## src/rtl/fixed_mac_arbiter.sv

```systemverilog
// Round-robin arbiter that lends one fixed_mac to NREQ requesters for a whole vector and returns the tagged result.
// Grant 1 cycle after a request in IDLE, combinational operand forwarding, result 1 cycle after mac_out_valid; res_ready stalls in RESULT.
module fixed_mac_arbiter #(
    parameter int NREQ    = 4,
    parameter int WA      = 12,
    parameter int WB      = 8,
    parameter int WO      = 45,
    parameter int TIMEOUT = 1024
) (
    input  logic                    clk,
    input  logic                    reset,
    input  logic [NREQ*WA-1:0]      req_a_data,
    input  logic [NREQ-1:0]         req_a_valid,
    input  logic [NREQ-1:0]         req_a_last,
    output logic [NREQ-1:0]         req_a_ready,
    input  logic [NREQ*WB-1:0]      req_b_data,
    input  logic [NREQ-1:0]         req_b_valid,
    input  logic [NREQ-1:0]         req_b_last,
    output logic [NREQ-1:0]         req_b_ready,
    output logic [WA-1:0]           mac_a_data,
    output logic                    mac_a_valid,
    output logic                    mac_a_last,
    input  logic                    mac_a_ready,
    output logic [WB-1:0]           mac_b_data,
    output logic                    mac_b_valid,
    output logic                    mac_b_last,
    input  logic                    mac_b_ready,
    input  logic [WO-1:0]           mac_out_data,
    input  logic                    mac_out_valid,
    output logic                    mac_out_ready,
    output logic [WO-1:0]           res_data,
    output logic [$clog2(NREQ)-1:0] res_id,
    output logic                    res_valid,
    input  logic                    res_ready,
    output logic                    timeout_err,
    output logic                    busy
);

    localparam int IDW = $clog2(NREQ);
    localparam int WDW = $clog2(TIMEOUT);
    localparam logic [WDW-1:0] WD_LAST   = WDW'(TIMEOUT - 1);
    localparam logic [IDW-1:0] LAST_INIT = IDW'(NREQ - 1);

    typedef enum logic [1:0] {S_IDLE, S_STREAM, S_WAIT, S_RESULT} state_t;

    state_t          state_q;
    logic [IDW-1:0]  grant_q, last_grant_q, winner, scan_idx;
    logic            a_done_q, b_done_q, a_done_d, b_done_d;
    logic [WDW-1:0]  wd_q;
    logic [WO-1:0]   res_data_q;
    logic            timeout_q;
    logic [NREQ-1:0] req;
    logic            a_open, b_open;
    logic [WA-1:0]   a_dat [NREQ];
    logic [WB-1:0]   b_dat [NREQ];

    for (genvar i = 0; i < NREQ; i++) begin : g_unpack
        assign a_dat[i] = req_a_data[i*WA +: WA];
        assign b_dat[i] = req_b_data[i*WB +: WB];
    end

    assign req = req_a_valid & req_b_valid;

    // Scan downward from the farthest slot so the nearest requester after last_grant wins.
    always_comb begin
        winner   = last_grant_q;
        scan_idx = '0;
        for (int k = NREQ; k >= 1; k--) begin
            scan_idx = IDW'((int'(last_grant_q) + k) % NREQ);
            if (req[scan_idx]) winner = scan_idx;
        end
    end

    assign a_open = (state_q == S_STREAM) && !a_done_q;
    assign b_open = (state_q == S_STREAM) && !b_done_q;

    always_comb begin
        mac_a_data  = a_dat[grant_q];
        mac_b_data  = b_dat[grant_q];
        mac_a_valid = a_open & req_a_valid[grant_q];
        mac_a_last  = a_open & req_a_last[grant_q];
        mac_b_valid = b_open & req_b_valid[grant_q];
        mac_b_last  = b_open & req_b_last[grant_q];
        req_a_ready = '0;
        req_b_ready = '0;
        if (a_open) req_a_ready[grant_q] = mac_a_ready;
        if (b_open) req_b_ready[grant_q] = mac_b_ready;
    end

    assign a_done_d = a_done_q | (mac_a_valid & mac_a_ready & mac_a_last);
    assign b_done_d = b_done_q | (mac_b_valid & mac_b_ready & mac_b_last);

    assign mac_out_ready = (state_q == S_WAIT) & mac_out_valid;
    assign res_valid     = (state_q == S_RESULT);
    assign res_id        = grant_q;
    assign res_data      = res_data_q;
    assign timeout_err   = timeout_q;
    assign busy          = (state_q != S_IDLE);

    always_ff @(posedge clk) begin
        if (reset) begin
            state_q      <= S_IDLE;
            grant_q      <= '0;
            last_grant_q <= LAST_INIT;
            a_done_q     <= 1'b0;
            b_done_q     <= 1'b0;
            wd_q         <= '0;
            res_data_q   <= '0;
            timeout_q    <= 1'b0;
        end else begin
            timeout_q <= 1'b0;
            case (state_q)
                S_IDLE: begin
                    if (|req) begin
                        grant_q  <= winner;
                        a_done_q <= 1'b0;
                        b_done_q <= 1'b0;
                        state_q  <= S_STREAM;
                    end
                end
                S_STREAM: begin
                    a_done_q <= a_done_d;
                    b_done_q <= b_done_d;
                    wd_q     <= '0;
                    if (a_done_d && b_done_d) state_q <= S_WAIT;
                end
                S_WAIT: begin
                    if (mac_out_valid) begin
                        res_data_q <= mac_out_data;
                        wd_q       <= '0;
                        state_q    <= S_RESULT;
                    end else if (wd_q == WD_LAST) begin
                        // Abort counts as this requester's turn so a dead MAC cannot pin the grant.
                        timeout_q    <= 1'b1;
                        last_grant_q <= grant_q;
                        wd_q         <= '0;
                        state_q      <= S_IDLE;
                    end else begin
                        wd_q <= wd_q + WDW'(1);
                    end
                end
                S_RESULT: begin
                    if (res_ready) begin
                        last_grant_q <= grant_q;
                        state_q      <= S_IDLE;
                    end
                end
                default: state_q <= S_IDLE;
            endcase
        end
    end

endmodule

```

## config.mk

```make
export PLATFORM = sky130hd
export DESIGN_NAME = fixed_mac_arbiter
export DESIGN_NICKNAME = d
export VERILOG_FILES = /design/src/rtl/fixed_mac_arbiter.sv
export SDC_FILE = /design/constraint.sdc
export NUM_CORES = 1
export LEC_CHECK = 0
export ABC_AREA = 1
export CAP_MARGIN = 40
export CORE_AREA = 4 4 87 89
export CTS_BUF_LIST = sky130_fd_sc_hd__clkbuf_8
export CTS_CLUSTER_DIAMETER = 60
export DETAILED_ROUTE_END_ITERATION = 12
export DIE_AREA = 0 0 91 93
export DONT_BUFFER_PORTS = 1
export PLACE_DENSITY_LB_ADDON = 0.12
export SYNTH_ARGS = -nofsm -noshare
export SYNTH_HDL_FRONTEND = slang
export SYNTH_SLANG_ARGS = --single-unit
```

## constraint.sdc

```tcl
create_clock -name clk -period 1.9 [get_ports clk]
set_input_delay 0.57 -clock clk [delete_from_list [all_inputs] [get_ports clk]]
set_output_delay 0.57 -clock clk [all_outputs]
set_load 0.02 [all_outputs]
```

Word level (Yosys, flattened, before mapping)
Cells that the tools add are included.
Cells by class
  add/sub/neg operators: 5
  magnitude comparators: 7
  eq/ne operators: 10
  muxes and demuxes: 47
  bitwise logic cells: 16
  reduce and logical (&&, ||, !) cells: 18
Operators by type and width (count)
  $bmux W12 S2: 1
  $mux W12: 2
  $mux W2: 12
  $mux W10: 2
  $pmux W10 S2: 1
  $bmux W1 S2: 8
  $bmux W8 S2: 1
  $mux W8: 2
  $lt A2 B3 Y1 const B: 5
  $and A4 B4 Y4: 3
  $mux W1: 11
  $add A10 B1 Y10 const B: 1
  $eq A10 B10 Y1 const B: 1
  $and A1 B1 Y1: 9
  $mux W4: 2
  $pmux W2 S4: 1
  $reduce_and A4 Y1: 2
  $reduce_bool A2 Y1: 4
  $ne A2 B1 Y1 const B: 3
  $reduce_and A2 Y1: 3
  $add A2 B1 Y2 const B: 2
  $add A2 B2 Y2 const B: 2
  $eq A2 B2 Y1 const B: 2
  $logic_and A1 B1 Y1: 4
  other kinds (15): 19
Storage, ports and cells
  register bits: 64
  input port bits: 147
  output and inout port bits: 83
  logic and storage cells: 111

Longest topological paths before layout
  depth after elaboration: 9
  mapped depth: 13

Least setup slack after synthesis
No wires, ideal clock.
  path type: register -> output
  start: reg grant_q[1] (netlist: res_id[1])
  end: out req_a_ready[2]
  data arrival time: 1436 ps
  setup slack: -106 ps
  stages on the path, launching flop included: 6
  buffers on the path: 3
  cell sequence: dfxtp_1 > buf_4 > buf_6 > clkbuf_1 > nand2_1 > nor2_1
Between the ends
  cells in the longest elaborated chain, start to end: 6
  elaborated cells between the ends (all ways): 7
RTL lines
  from (decl): line 47  | logic [IDW-1:0] grant_q, last_grant_q, winner, scan_idx;
  from (signal assigned): line 115  | grant_q <= winner;
  $lt A2 B3 Y1 (implied by the code) / $ge A2 B1 Y1 (equally long branches): line 86  | if (a_open) req_a_ready[grant_q] = mac_a_ready;
  $logic_and A1 B1 Y1 (implied by the code): line 86
  $mux W1 (implied by the code): line 86
  $demux W1 S2 (*): line 86
  $and A4 B4 Y4 (no source line) (*)
  $mux W4 (*): line 86
  to (decl): line 15  | output logic [NREQ-1:0] req_a_ready,
Every way passes the cells marked *; elsewhere a longest branch is shown, timed or not.

Worst setup path after layout
  start: reg grant_q[1] (netlist: res_id[1])
  end: out mac_a_data[5]
Between the ends
  cells in the longest elaborated chain, start to end: 4
RTL lines
  $not A2 Y3 (implied by the code): line 78  | mac_a_data = a_dat[grant_q];
  $bmux W12 S2: line 78
  $mux W12 (implied by the code) (2 in series): line 78
  to (decl): line 20  | output logic [WA-1:0] mac_a_data,
Every way passes these cells. The select of a mux whose other input is x is not followed.

==> reports/metrics.yaml <==
drt:
  via_per_inst: 5.86
  totalWireLength_um: 11500
  drc: 0
  drt_first_iter_violations: 224
  first_pass_iters: 5
  vias: 3647
  wl_per_cell_um: 18.5
  ant_nets: 0
power_and_ir_drop:
  power_density_nw_per_um2: 1590
  ir_drop_uv: 790
  power.total_uw: 6980
  p_leak_uw: 0.00179
placed_design:
  dp_slack_ns: -0.000906
  dp.cells: 590
  io_buffers: 0
  gp_congestion: 0.899
  dpl.hpwl_um: 7990
clock_network:
  clock_path_buffers: 2
  cts_htree_levels: 3
  cts-buffers-inserted: 9
  tritoncts: "yes"
  ctsHoldBuffers: 0
  clk_pin_slew_ns: 0.07
  clkLatencyLatePin_ns: 0.33
  root_buffer: "clkbuf_8"
  numClockSinks: 64
setup_path:
  worstPathRequired_ns: 1.33
  rr_worst_depth: 15
  crit_fanout: 18
  crit_arrival_ns: 1.47
  crit_type: "flop to output pin"
  cp-end-kind: "output pin"
  cp-start-kind: "flop"
sta:
  slew_headroom_pct: 75.0
  fin_crit_sh_pct: 108
  timing.setup.tns_ns: -1.83
  period_needed_ns: 2.04
  clock_skew_ns: 0.00711
  worst_slew_pin_slew_ns: 0.376
  hold_viol_final: 0
  timing.fmax_mhz: 489
  rsz0062_at_grt: "true"
  worst_slack_ns: -0.144
  slew_violations: 0
  finalSetupViolCount: 29
status:
  failed_checks: "negative setup slack"
  outcome: "finished with violations"
final_layout:
  antenna_cells: 0
  nets: 691
  syn_to_final_growth_pct: 28.5
  drive_gt1_share_pct: 25.1
  mostFrequentLayoutCells: "118 x nor2_1, 60 x nand3_1, 60 x dfxtp_1"
  layout_commonest_cell: "nor2_1"
  fin_cells: 622
floorplanning:
  initial_utilization_pct: 50.7
  die-height_um: 93
  rows: 30
  die-area_um2: 8460
  die_w_um: 91
  fp.coreArea_um2: 6760
  io_pins: 230
flow_run:
  maxCapViolations: 0
grt:
  antenna_found_initial: 0
  grt_max_degree: 49
  grt_pass1_wl_um: 17100
  busiest_layer: "met2"
  grtUsageTotal_pct: 25.1
  use_met2_pct: 41.9
  grt_pass1_vias: 3546
  globalRouteOverflowTotal: 0
  grt_util_met3_pct: 11.1
  grt_util_met1_pct: 27.0
synthesis:
  syn_area_per_cell_um2: 6.62
  yosysWarnings: 0
  seq_area_frac_synth_pct: 37.4
  synth.cell_area_um2: 3420
  syn_nets: 670
  syn_inst: 517
  synth.distinct_cells: 33
  synth_seq_cells: 64
worst_hold_path:
  min_delay_path_depth: 1
  min_path_type: "primary input to flop"
## layer usage
layer / vias up / wire length, µm
li1: 1761 / -
met1: 1630 / 4190
met2: 225 / 5550
met3: 31 / 1370
met4: 0 / 374
met5: - / 0
## cell usage after synthesis, drive strengths merged
cell type,n,area share [%]
dfxtp,64,37
or2,1,0.18
nor3b,1,0.22
nor4,1,0.18
nor2,140,16
o21ai,55,8.0
nand2,58,6.5
nor3,6,0.88
and3,1,0.18
nand4,3,0.55
xor2,4,1.0
buf,9,1.6
nand3b,1,0.22
a21oi,10,1.5
a22oi,20,4.4
xnor2,1,0.26
nand3,82,12
o21a,1,0.22
clkbuf,22,2.4
ha,6,2.2
inv,28,3.1
o211ai,2,0.44
a211oi,1,0.22
## cells by family (layout without fill, tap and decap cells)
kind of cell	after synthesis	in the layout	share of synthesized area (%)
xor gates and xnor gates	5	5	1.28
AOI/OAI and AO/OA	89	89	14.8
adders and majority gates	6	6	2.19
DFF	64	64	37.4
buffers and inverters	59	84	7.16
and+or+nand+nor	294	294	37.2
## metrics by stage
stage               util, %  area [µm²]  hold WS [ns]
global placement       53.8        3630         0.475
CTS                    61.9        4180         0.286
floorplan                 -        3440         0.454
global route           65.1        4400         0.279
detailed placement     53.8        3630         0.485
finish                 65.1        4400         0.306
## worst max-delay path: stages, from the launching register on
cell     delay [ns]
dfxtp_4        0.41
nor2_4         0.08
buf_12         0.16
buf_6          0.12
a22oi_2        0.22
nand3_4        0.15
## sequential cells by signal, indices dropped and copies added (netlist names)
name	flops
res_data	45
state_q	2
res_id	2
wd_q	10
b_done_q	1
a_done_q	1
timeout_err	1
last_grant_q	2
## repair_timing
item | 4_1_cts | 5_1_grt
gates cloned | 2 | 1
setup buffers | 7 | 7
gates resized for setup | 60 | 39
setup endpoints to repair | 33 | 45
pin swaps | 15 | 20
hold endpoints to repair | 0 | 0
## path summary, 6_finish.rpt
check                               from                      end  slack (ns)
hold reg to reg     wd_q[8]$_SDFFE_PP0P_     wd_q[8]$_SDFFE_PP0P_        0.49
setup reg to reg  res_id[0]$_SDFFE_PP0P_  state_q[0]$_SDFFE_PP0P_        0.12
setup / recovery  res_id[1]$_SDFFE_PP0P_            mac_a_data[5]       -0.14
hold / removal                     reset   timeout_err$_SDFF_PP0_        0.31
## layout make-up
type,count,area [µm²]
Clock inverter,5,50.0
Fill cell,578,2360
Multi-Input combinational cell,394,2240
Sequential cell,64,1290
Timing Repair Buffer,41,465
Clock buffer,10,138
Tap cell,80,100
Inverter,28,114
## report_power, final
part	internal [µW]	switching, µW
combinational	1490	2340
clock	622	484
sequential	1610	439
total	3720	3260
No activity file was read; power rests on OpenSTA's default activity.
==> patch, RTL diff (same flow settings) <==
Put one more register stage on the output `timeout_err`, without a reset. The value now appears one clock later. The other outputs are not delayed to match.
--- a/src/rtl/fixed_mac_arbiter.sv
+++ b/src/rtl/fixed_mac_arbiter.sv
@@ -95,5 +95,7 @@
     assign res_id        = grant_q;
     assign res_data      = res_data_q;
-    assign timeout_err   = timeout_q;
+    always_ff @(posedge clk) begin
+        timeout_err <= timeout_q;
+    end
     assign busy          = (state_q != S_IDLE);
 
Behaviour: same outputs for any inputs over 4 cycles, from zero or initial values and one cycle with reset high; that may be too few to reach the edited logic, so the function may still have changed.
==> patch against the unedited design <==
- the run still ends with setup timing left
- setup slack better by 0.037 ns
- design area is 1.5% higher
- register-to-register slack better by 0.05 ns
- final cell count down 0.32%
- synthesized area is 0.58% higher
- combinational power down 3%
- power is 3.4% higher
- first-iteration DRC count shrank 15%
- routed wire length shrank 3.1%
- utilization increased by 1.0 points
- sequential share of layout area about the same
- sequential cell count is 1 higher
- highest routed layer unchanged
==> patch: results (changes against the unedited design) <==
Non-clk bufs: 37 (-9.8%)
Placed cells: 594 (+0.68%)
Placed Instance Area: 3650 µm² (+0.48%)
Most instantiated cells after synthesis: nor2_1 (133), nand3_1 (81), dfxtp_1 (65)
Met3 Wirelength: 1.36 mm (-1.2%)
Largest net degree at the start of global routing: 48 (-2.0%)
Fin worst setup slack: -0.107 ns (+0.0370 ns)
Peak VDD IR: 0.855 mV (+8.3%)
Num sequential: 65 (+1.6%)
Syn nets: 671 (+0.15%)
Seq/Total Area, Yosys: 37.8% (+0.36 points)
Slowest stage delay, CP: 0.39 ns (-0.02 ns)
Area grow syn2layout: 29.7%
WHS Endpoint: timeout_q$_SDFF_PP0_
Slew HR: 79.1% (+4.1 points)
Grt met1 use: 26.6% (-0.35 points)
Worst EP arrival: 1.44 ns (-0.03 ns)
Vias in the first global route: 3561 (+0.42%)
Layout Nets: 688 (-0.43%)
Routed wl met2: 5.47 mm (-1.5%)
Initial DRC count: 190 (-15%)
Signal buf overhead: 8.91% (-1.7 points)
Share of cells above drive strength 1: 26.5% (+1.4 points)
Critical path peak fanout: 14 (-4)
P_clk: 1.42 mW (+28%)
Met3 GRT Util: 10.4% (-0.72 points)
First-pass GRT wire length: 16.9 mm (-1.0%)
Detailed-route wire length: 11.1 mm (-3.1%)
LEAKAGE: 1.81 nW (+1.1%)
R2R cell count: 9 (-6)
Setup violators final: 30 (+3.4%)
Status: finished, violations left
Mapped Cells: 518 (+0.19%)
Gp weighted congestion: 0.892 (-0.75%)
Worst Setup SP: res_id[0]$_SDFFE_PP0P_
Violated checks: setup timing
Filler Cells Inserted: 582 (+0.69%)
Clk cell area share: 5.43% (+1.2 points)
## patch: cell types whose count changed after synthesis, sizes merged
| cell | change |
|---|---|
| dfxtp | +1 |
## patch: timing repair
item | in CTS | in global routing
resized for setup | 77 | 36
hold buffers | 0 | 0
setup buffers | 5 | 3
endpoints found under the setup margin | 33 | 41
pin swaps | 24 | 19
gates cloned | 2 | 0
## patch: logic make-up after synthesis
logic type               count (synthesis)  share of synthesized area, %
AO/OA/AOI/OAI                           89                          14.7
buffers and inverters                   59                          7.12
flip-flops                              65                          37.8
adder cells (fa/ha/maj)                  6                          2.18
XOR/XNOR                                 5                          1.27
AND/OR/NAND/NOR                        294                          37.0
## patch: metrics by stage
| stage | hold WS (ns) | TNS, ns |
|---|---|---|
| 3_3_place_gp | 0.311 | 0 |
| 6_report | 0.292 | -1.73 |
| 4_1_cts | 0.281 | -1.44 |
| 2_1_floorplan | 0.310 | -0.168 |
| 5_1_grt | 0.279 | -4.43 |
| 3_5_place_dp | 0.315 | 0 |
